--- config.mk ---
export PLATFORM = sky130hd
export DESIGN_NAME = step_pulse_gen_flat
export DESIGN_NICKNAME = d
export VERILOG_FILES = /design/src/rtl/step_pulse_gen_if.sv /design/src/rtl/step_pulse_gen.sv /design/src/flat_wrapper.sv
export SDC_FILE = /design/constraint.sdc
export NUM_CORES = 1
export LEC_CHECK = 0
export ABC_AREA = 1
export BUFFER_PORTS_ARGS = -buffer_cell sky130_fd_sc_hd__buf_2
export CORE_MARGIN = 1.5
export CORE_UTILIZATION = 52
export DETAILED_ROUTE_END_ITERATION = 8
export GPL_TIMING_DRIVEN = 0
export PLACE_DENSITY = 0.78
export SLEW_MARGIN = 0
export SYNTH_ARGS = -nofsm -noshare
export SYNTH_HDL_FRONTEND = slang
export SYNTH_SLANG_ARGS = --single-unit
--- constraint.sdc ---
create_clock -name CLOCK -period 1.7 [get_ports CLOCK]
set_input_delay 0.34 -clock CLOCK [delete_from_list [all_inputs] [get_ports CLOCK]]
set_output_delay 0.34 -clock CLOCK [all_outputs]
set_load 0.1 [all_outputs]
--- src/rtl/step_pulse_gen_if.sv ---
// step_pulse_gen_if: raw step inputs in,
// score counter pulses and status out.
interface step_pulse_gen_if;
  logic HIT_RAW;
  logic MISS_RAW;
  logic EN;
  logic UP;
  logic DOWN;
  logic BUSY;
  logic OVF;

  modport master (
    output HIT_RAW,
    output MISS_RAW,
    output EN,
    input  UP,
    input  DOWN,
    input  BUSY,
    input  OVF
  );

  modport slave (
    input  HIT_RAW,
    input  MISS_RAW,
    input  EN,
    output UP,
    output DOWN,
    output BUSY,
    output OVF
  );
endinterface

--- src/rtl/step_pulse_gen.sv ---
// step_pulse_gen: sync + debounce HIT/MISS,
// queue rising edges, emit spaced UP/DOWN pulses.
module step_pulse_gen #(
  parameter int DEBOUNCE = 4,
  parameter int PEND_MAX = 7
) (
  input logic             CLOCK,
  input logic             RESET,
  step_pulse_gen_if.slave bus
);

  localparam logic [3:0] DB_LAST =
    4'(DEBOUNCE - 1);
  localparam logic [2:0] PMAX =
    3'(PEND_MAX);

  typedef enum logic [1:0] {
    IDLE  = 2'd0,
    PULSE = 2'd1,
    GAP   = 2'd2
  } state_t;

  logic       hit_s1;
  logic       hit_s2;
  logic       miss_s1;
  logic       miss_s2;

  logic       hit_stable;
  logic       hit_stable_d;
  logic [3:0] hit_cnt;
  logic       miss_stable;
  logic       miss_stable_d;
  logic [3:0] miss_cnt;

  logic       hit_evt;
  logic       miss_evt;

  logic [2:0] hit_pend;
  logic [2:0] miss_pend;

  state_t     state;
  logic       last_down;
  logic       up_q;
  logic       down_q;
  logic       busy_q;
  logic       ovf_q;

  logic       hit_nz;
  logic       miss_nz;
  logic       tie;
  logic       disp;
  logic       pick_hit;
  logic       hit_disp;
  logic       miss_disp;
  logic       hit_drop;
  logic       miss_drop;

  // two-flop synchronisers for the raw pads
  always_ff @(posedge CLOCK) begin
    if (!RESET) begin
      hit_s1  <= 1'b0;
      hit_s2  <= 1'b0;
      miss_s1 <= 1'b0;
      miss_s2 <= 1'b0;
    end else begin
      hit_s1  <= bus.HIT_RAW;
      hit_s2  <= hit_s1;
      miss_s1 <= bus.MISS_RAW;
      miss_s2 <= miss_s1;
    end
  end

  // hit debouncer: flip only after a full run
  always_ff @(posedge CLOCK) begin
    if (!RESET) begin
      hit_stable   <= 1'b0;
      hit_stable_d <= 1'b0;
      hit_cnt      <= 4'd0;
    end else begin
      hit_stable_d <= hit_stable;
      if (hit_s2 == hit_stable) begin
        hit_cnt <= 4'd0;
      end else if (hit_cnt == DB_LAST) begin
        hit_stable <= hit_s2;
        hit_cnt    <= 4'd0;
      end else begin
        hit_cnt <= hit_cnt + 4'd1;
      end
    end
  end

  // miss debouncer: same scheme as hit
  always_ff @(posedge CLOCK) begin
    if (!RESET) begin
      miss_stable   <= 1'b0;
      miss_stable_d <= 1'b0;
      miss_cnt      <= 4'd0;
    end else begin
      miss_stable_d <= miss_stable;
      if (miss_s2 == miss_stable) begin
        miss_cnt <= 4'd0;
      end else if (miss_cnt == DB_LAST) begin
        miss_stable <= miss_s2;
        miss_cnt    <= 4'd0;
      end else begin
        miss_cnt <= miss_cnt + 4'd1;
      end
    end
  end

  // rising edges only; releases are ignored
  assign hit_evt  = hit_stable & ~hit_stable_d;
  assign miss_evt = miss_stable & ~miss_stable_d;

  // dispatch decision, only taken from IDLE
  always_comb begin
    hit_nz   = (hit_pend != 3'd0);
    miss_nz  = (miss_pend != 3'd0);
    tie      = hit_nz & miss_nz;
    disp     = (state == IDLE) & bus.EN &
               (hit_nz | miss_nz);
    pick_hit = hit_nz & (~miss_nz | last_down);
    hit_disp  = disp & pick_hit;
    miss_disp = disp & ~pick_hit;
    hit_drop  = hit_evt & ~hit_disp &
                (hit_pend == PMAX);
    miss_drop = miss_evt & ~miss_disp &
                (miss_pend == PMAX);
  end

  // saturating pending counters + sticky overflow
  always_ff @(posedge CLOCK) begin
    if (!RESET) begin
      hit_pend  <= 3'd0;
      miss_pend <= 3'd0;
      ovf_q     <= 1'b0;
    end else begin
      if (hit_evt & ~hit_disp & ~hit_drop)
        hit_pend <= hit_pend + 3'd1;
      else if (hit_disp & ~hit_evt)
        hit_pend <= hit_pend - 3'd1;
      if (miss_evt & ~miss_disp & ~miss_drop)
        miss_pend <= miss_pend + 3'd1;
      else if (miss_disp & ~miss_evt)
        miss_pend <= miss_pend - 3'd1;
      if (hit_drop | miss_drop)
        ovf_q <= 1'b1;
    end
  end

  // emitter FSM; tie history only moves on
  // contested picks, so a lone event does not
  // steal the next tie from the other side
  always_ff @(posedge CLOCK) begin
    if (!RESET) begin
      state     <= IDLE;
      last_down <= 1'b1;
      up_q      <= 1'b0;
      down_q    <= 1'b0;
    end else begin
      unique case (state)
        IDLE: begin
          up_q   <= 1'b0;
          down_q <= 1'b0;
          if (disp) begin
            state  <= PULSE;
            up_q   <= pick_hit;
            down_q <= ~pick_hit;
            if (tie)
              last_down <= ~pick_hit;
          end
        end
        PULSE: begin
          up_q   <= 1'b0;
          down_q <= 1'b0;
          state  <= GAP;
        end
        GAP: begin
          up_q   <= 1'b0;
          down_q <= 1'b0;
          state  <= IDLE;
        end
        default: begin
          up_q   <= 1'b0;
          down_q <= 1'b0;
          state  <= IDLE;
        end
      endcase
    end
  end

  // busy lags the state/pending view by a cycle
  always_ff @(posedge CLOCK) begin
    if (!RESET)
      busy_q <= 1'b0;
    else
      busy_q <= (state != IDLE) | hit_nz | miss_nz;
  end

  assign bus.UP   = up_q;
  assign bus.DOWN = down_q;
  assign bus.BUSY = busy_q;
  assign bus.OVF  = ovf_q;

endmodule

--- src/flat_wrapper.sv ---
// flat-port wrapper written by rule: the top's interface ports become plain ports
module step_pulse_gen_flat 
#(
  parameter int DEBOUNCE = 4,
  parameter int PEND_MAX = 7
)
  (CLOCK, RESET, bus_HIT_RAW, bus_MISS_RAW, bus_EN, bus_UP, bus_DOWN, bus_BUSY, bus_OVF);
  step_pulse_gen_if bus_i ();
  input logic CLOCK;
  input logic RESET;
  input wire logic [$bits(bus_i.HIT_RAW)-1:0] bus_HIT_RAW;
  input wire logic [$bits(bus_i.MISS_RAW)-1:0] bus_MISS_RAW;
  input wire logic [$bits(bus_i.EN)-1:0] bus_EN;
  output wire logic [$bits(bus_i.UP)-1:0] bus_UP;
  output wire logic [$bits(bus_i.DOWN)-1:0] bus_DOWN;
  output wire logic [$bits(bus_i.BUSY)-1:0] bus_BUSY;
  output wire logic [$bits(bus_i.OVF)-1:0] bus_OVF;
  assign bus_i.HIT_RAW = bus_HIT_RAW;
  assign bus_i.MISS_RAW = bus_MISS_RAW;
  assign bus_i.EN = bus_EN;
  assign bus_UP = bus_i.UP;
  assign bus_DOWN = bus_i.DOWN;
  assign bus_BUSY = bus_i.BUSY;
  assign bus_OVF = bus_i.OVF;
  step_pulse_gen #(.DEBOUNCE(DEBOUNCE), .PEND_MAX(PEND_MAX)) u_core (.CLOCK(CLOCK), .RESET(RESET), .bus(bus_i));
endmodule
==> metrics.md <==
| Metric | Value |
|---|---|
| Port Buffers | `7` |
| Post-Syn Instances | `164` |
| Most frequent cells in the layout | `26 x nor2_1, 25 x inv_1, 22 x dfxtp_1` |
| First-pass GRT wire length | `4110 µm` |
| Post-Syn Area | `1240 µm²` |
| Synth unique cells | `20` |
| Final Wtd Congestion | `0.862` |
| Synth warn | `0` |
| ANT nets after route | `0` |
| Worst hold start | `bus_MISS_RAW` |
| Endpoints failing hold | `0` |
| Number of global-route vias before repair | `1038` |
| Total negative slack | `0 ns` |
| Initial Utilization | `55.5%` |
| Status | `complete, no violations` |
| Initial antenna violation count | `0` |
| Final wirelength | `2530 µm` |
| Pwr Total | `2.29 mW` |
| Register bit total from synthesis | `29` |
| Arr. time, crit path | `1.90 ns` |
| Core Area | `2230 µm²` |
| P_leak | `0.725 nW` |
| Max cap viols | `0` |
| Layout overhead on the synthesized area | `26.0%` |
| DRC viols | `0` |
| Critical path required time | `1.94 ns` |
| Hold EP | `u_core.miss_s1` |
| Worst Skew | `0.0115 ns` |
| Total GRT Usage | `21.3%` |
| Fmax | `0.602 GHz` |
| Final setup viols | `0` |
| Most common cell after layout, fill and taps aside | `nor2_1` |
| Unrepaired setup endpoints after global routing | `true` |
| WS Path Type | `reg -> reg` |
| Slew @ Worst Pin | `0.482 ns` |
| Simple-Gate Fraction of Synth Area | `30.0%` |
| Die Ht | `51.8 µm` |
| DR vias/cell | `5.07` |
| R2r setup slk | `0.04 ns` |
| Syn_nets | `173` |
| Critical path endpoint category | `flop` |
| Sequential area share after synthesis | `46.8%` |
| IR drop worst, VDD | `0.854 mV` |
| Post-synthesis adder-cell area fraction | `5.25%` |
| Clk buf depth | `2` |
| I/O Pins | `9` |
| CTS Buf Count | `5` |
| Root Driver | `clkbuf_4` |
| Placed cells | `199` |
| Hold Crit Depth | `3` |
| Final worst-path cycle share | `97.7%` |
| CP Launch Type | `flop` |
| Clk sinks | `29` |
| Number of diodes | `0` |
| Post-synthesis mux area share | `0%` |
| Largest net degree at the start of global routing | `11` |
| Critical Path Max Stage Delay | `0.44 ns` |
| Die width | `51.8 µm` |
| Crit path max fanout | `3` |
| Cell chain of the critical path | `nor3b_4 > buf_4 > nand3_4 > nand3_4 > fa_2 > a21oi_2 > nor2_1` |
| HP Class | `in -> reg` |
| Post-synthesis compound-gate area fraction | `7.06%` |
| Die area | `2690 µm²` |
| Final Max Slew Viols | `0` |
| CP max stage cell | `fa_2` |
| Worst rel slew slack | `68.1%` |
| DRT Pass-1 Iters | `4` |
| Clk slew on worst S/H paths | `0.09 ns` |
| CTS tree | `built` |
| H-tree depth | `2` |
| Post-DP HPWL | `1540 µm` |
| Post-CTS Hold Fix Bufs | `0` |
| Fraction of layout cells with a size suffix above 1 | `31.6%` |
| Most frequent CP cell | `nand3_4` |
| R2R depth | `7` |
| DR WL/cell | `11.6 µm` |
| Num rows | `17` |
| Largest family of logic cells by synthesized area | `simple AND/OR/NAND/NOR gates` |
| Reg-to-reg endpoint | `u_core.miss_pend[1]` |
| Pwr dens | `1460 nW/µm²` |
| Avg Cell Area, Syn | `7.56 µm²` |
| Gr ovfl total | `0` |
| Final #Nets | `198` |
| Fin crit period | `1.66 ns` |
| Drt initial violations | `23` |
| Final Non-Filler Cells | `218` |
| R2R Path Start | `u_core.state[1]` |
| XOR/XNOR Fraction of Synth Area | `1.41%` |
| Vias | `1106` |
| Clk_lat worst skew | `0.34 ns` |
[report_power, final]
group | internal (mW) | leakage, nW | switching [mW]
registers | 0.778 | 0.240 | 0.0778
logic | 0.368 | 0.458 | 0.663
clock network | 0.164 | 0.0265 | 0.235
[per-stage QoR]
step	util [%]	hold slack (ns)	cell area, µm²	worst slack (ns)
finish	70.0	0.190	1560	0.0388
detailed placement	59.3	0.402	1330	-0.163
global route	70.0	0.167	1560	-0.0746
CTS	64.0	0.179	1430	0.00612
global placement	59.3	0.393	1330	-0.119
floorplan	-	0.390	1250	0.00158
[registers in the layout, indices dropped and copies added (netlist names), 2 cells and up]
| register | flops |
|---|---|
| u_core.state | 2 |
| u_core.hit_pend | 3 |
| u_core.hit_cnt | 4 |
| u_core.miss_pend | 3 |
| u_core.miss_cnt | 4 |
[cells by family after synthesis]
| logic type | count (synthesis) |
|---|---|
| and+or+nand+nor | 81 |
| buffers and inverters | 31 |
| DFF | 29 |
| AOI/OAI and AO/OA | 17 |
| adders and majority gates | 4 |
| xor gates and xnor gates | 2 |
[routing by layer]
metal	GRT usage [%]	vias up	wire length (µm)
met5	0	-	0
met4	17.1	0	42
met3	6.32	6	112
met2	35.4	16	1290
met1	22.1	518	1090
li1	-	566	-
[how the worst max path moves through the flow]
stage / start / cells after the start / to / slack, ns
5_1_grt: u_core.hit_pend[1] / 10 / u_core.hit_pend[2] / -0.07
3_5_place_dp: u_core.hit_pend[0] / 11 / u_core.miss_pend[2] / -0.16
4_1_cts: u_core.miss_pend[1] / 10 / u_core.hit_pend[2] / 0.006
6_report: u_core.state[1] / 7 / u_core.miss_pend[1] / 0.04
2_1_floorplan: u_core.miss_pend[0] / 11 / u_core.miss_pend[2] / 0.002
3_3_place_gp: u_core.miss_pend[0] / 11 / u_core.miss_pend[2] / -0.12
[synthesized netlist by cell type (all sizes together)]
master  count  area [µm²]
o31ai       1        7.51
dfxtp      29         581
inv        29         109
clkbuf      1        3.75
buf         1        5.00
xor2        2        17.5
nand4       3        18.8
nor3b       1        18.8
ha          2        25.0
nand3      14        80.1
a21oi       9        45.0
o21ai       7        35.0
fa          2        40.0
nor3        2        10.0
nor2       31         121
or2         2        12.5
nand2      28         110
[worst max-delay path, delay by kind of cell, from the launching register on]
family	cells	cell delay, ns
adders and majority gates	1	0.44
buffers and inverters	1	0.18
AOI/OAI and AO/OA	1	0.11
and+or+nand+nor	4	0.48
DFF	1	0.36
[cell type report]
| type | instances | area (µm²) |
|---|---|---|
| fill | 176 | 671 |
| multi-input combinational | 104 | 647 |
| sequential | 29 | 597 |
| timing repair buffer | 18 | 118 |
| inverter | 29 | 109 |
| clock buffer | 8 | 48.8 |
| tap | 28 | 35.0 |
| buffer | 2 | 8.76 |
[repair_timing]
action | CTS | global route
endpoints found under the setup margin | 3 | 4
setup buffers | 4 | 7
gates resized for setup | 12 | 24
endpoints found under the hold margin | 0 | 0
pin swaps | 8 | 9
Power figures use the tool's default switching activity.
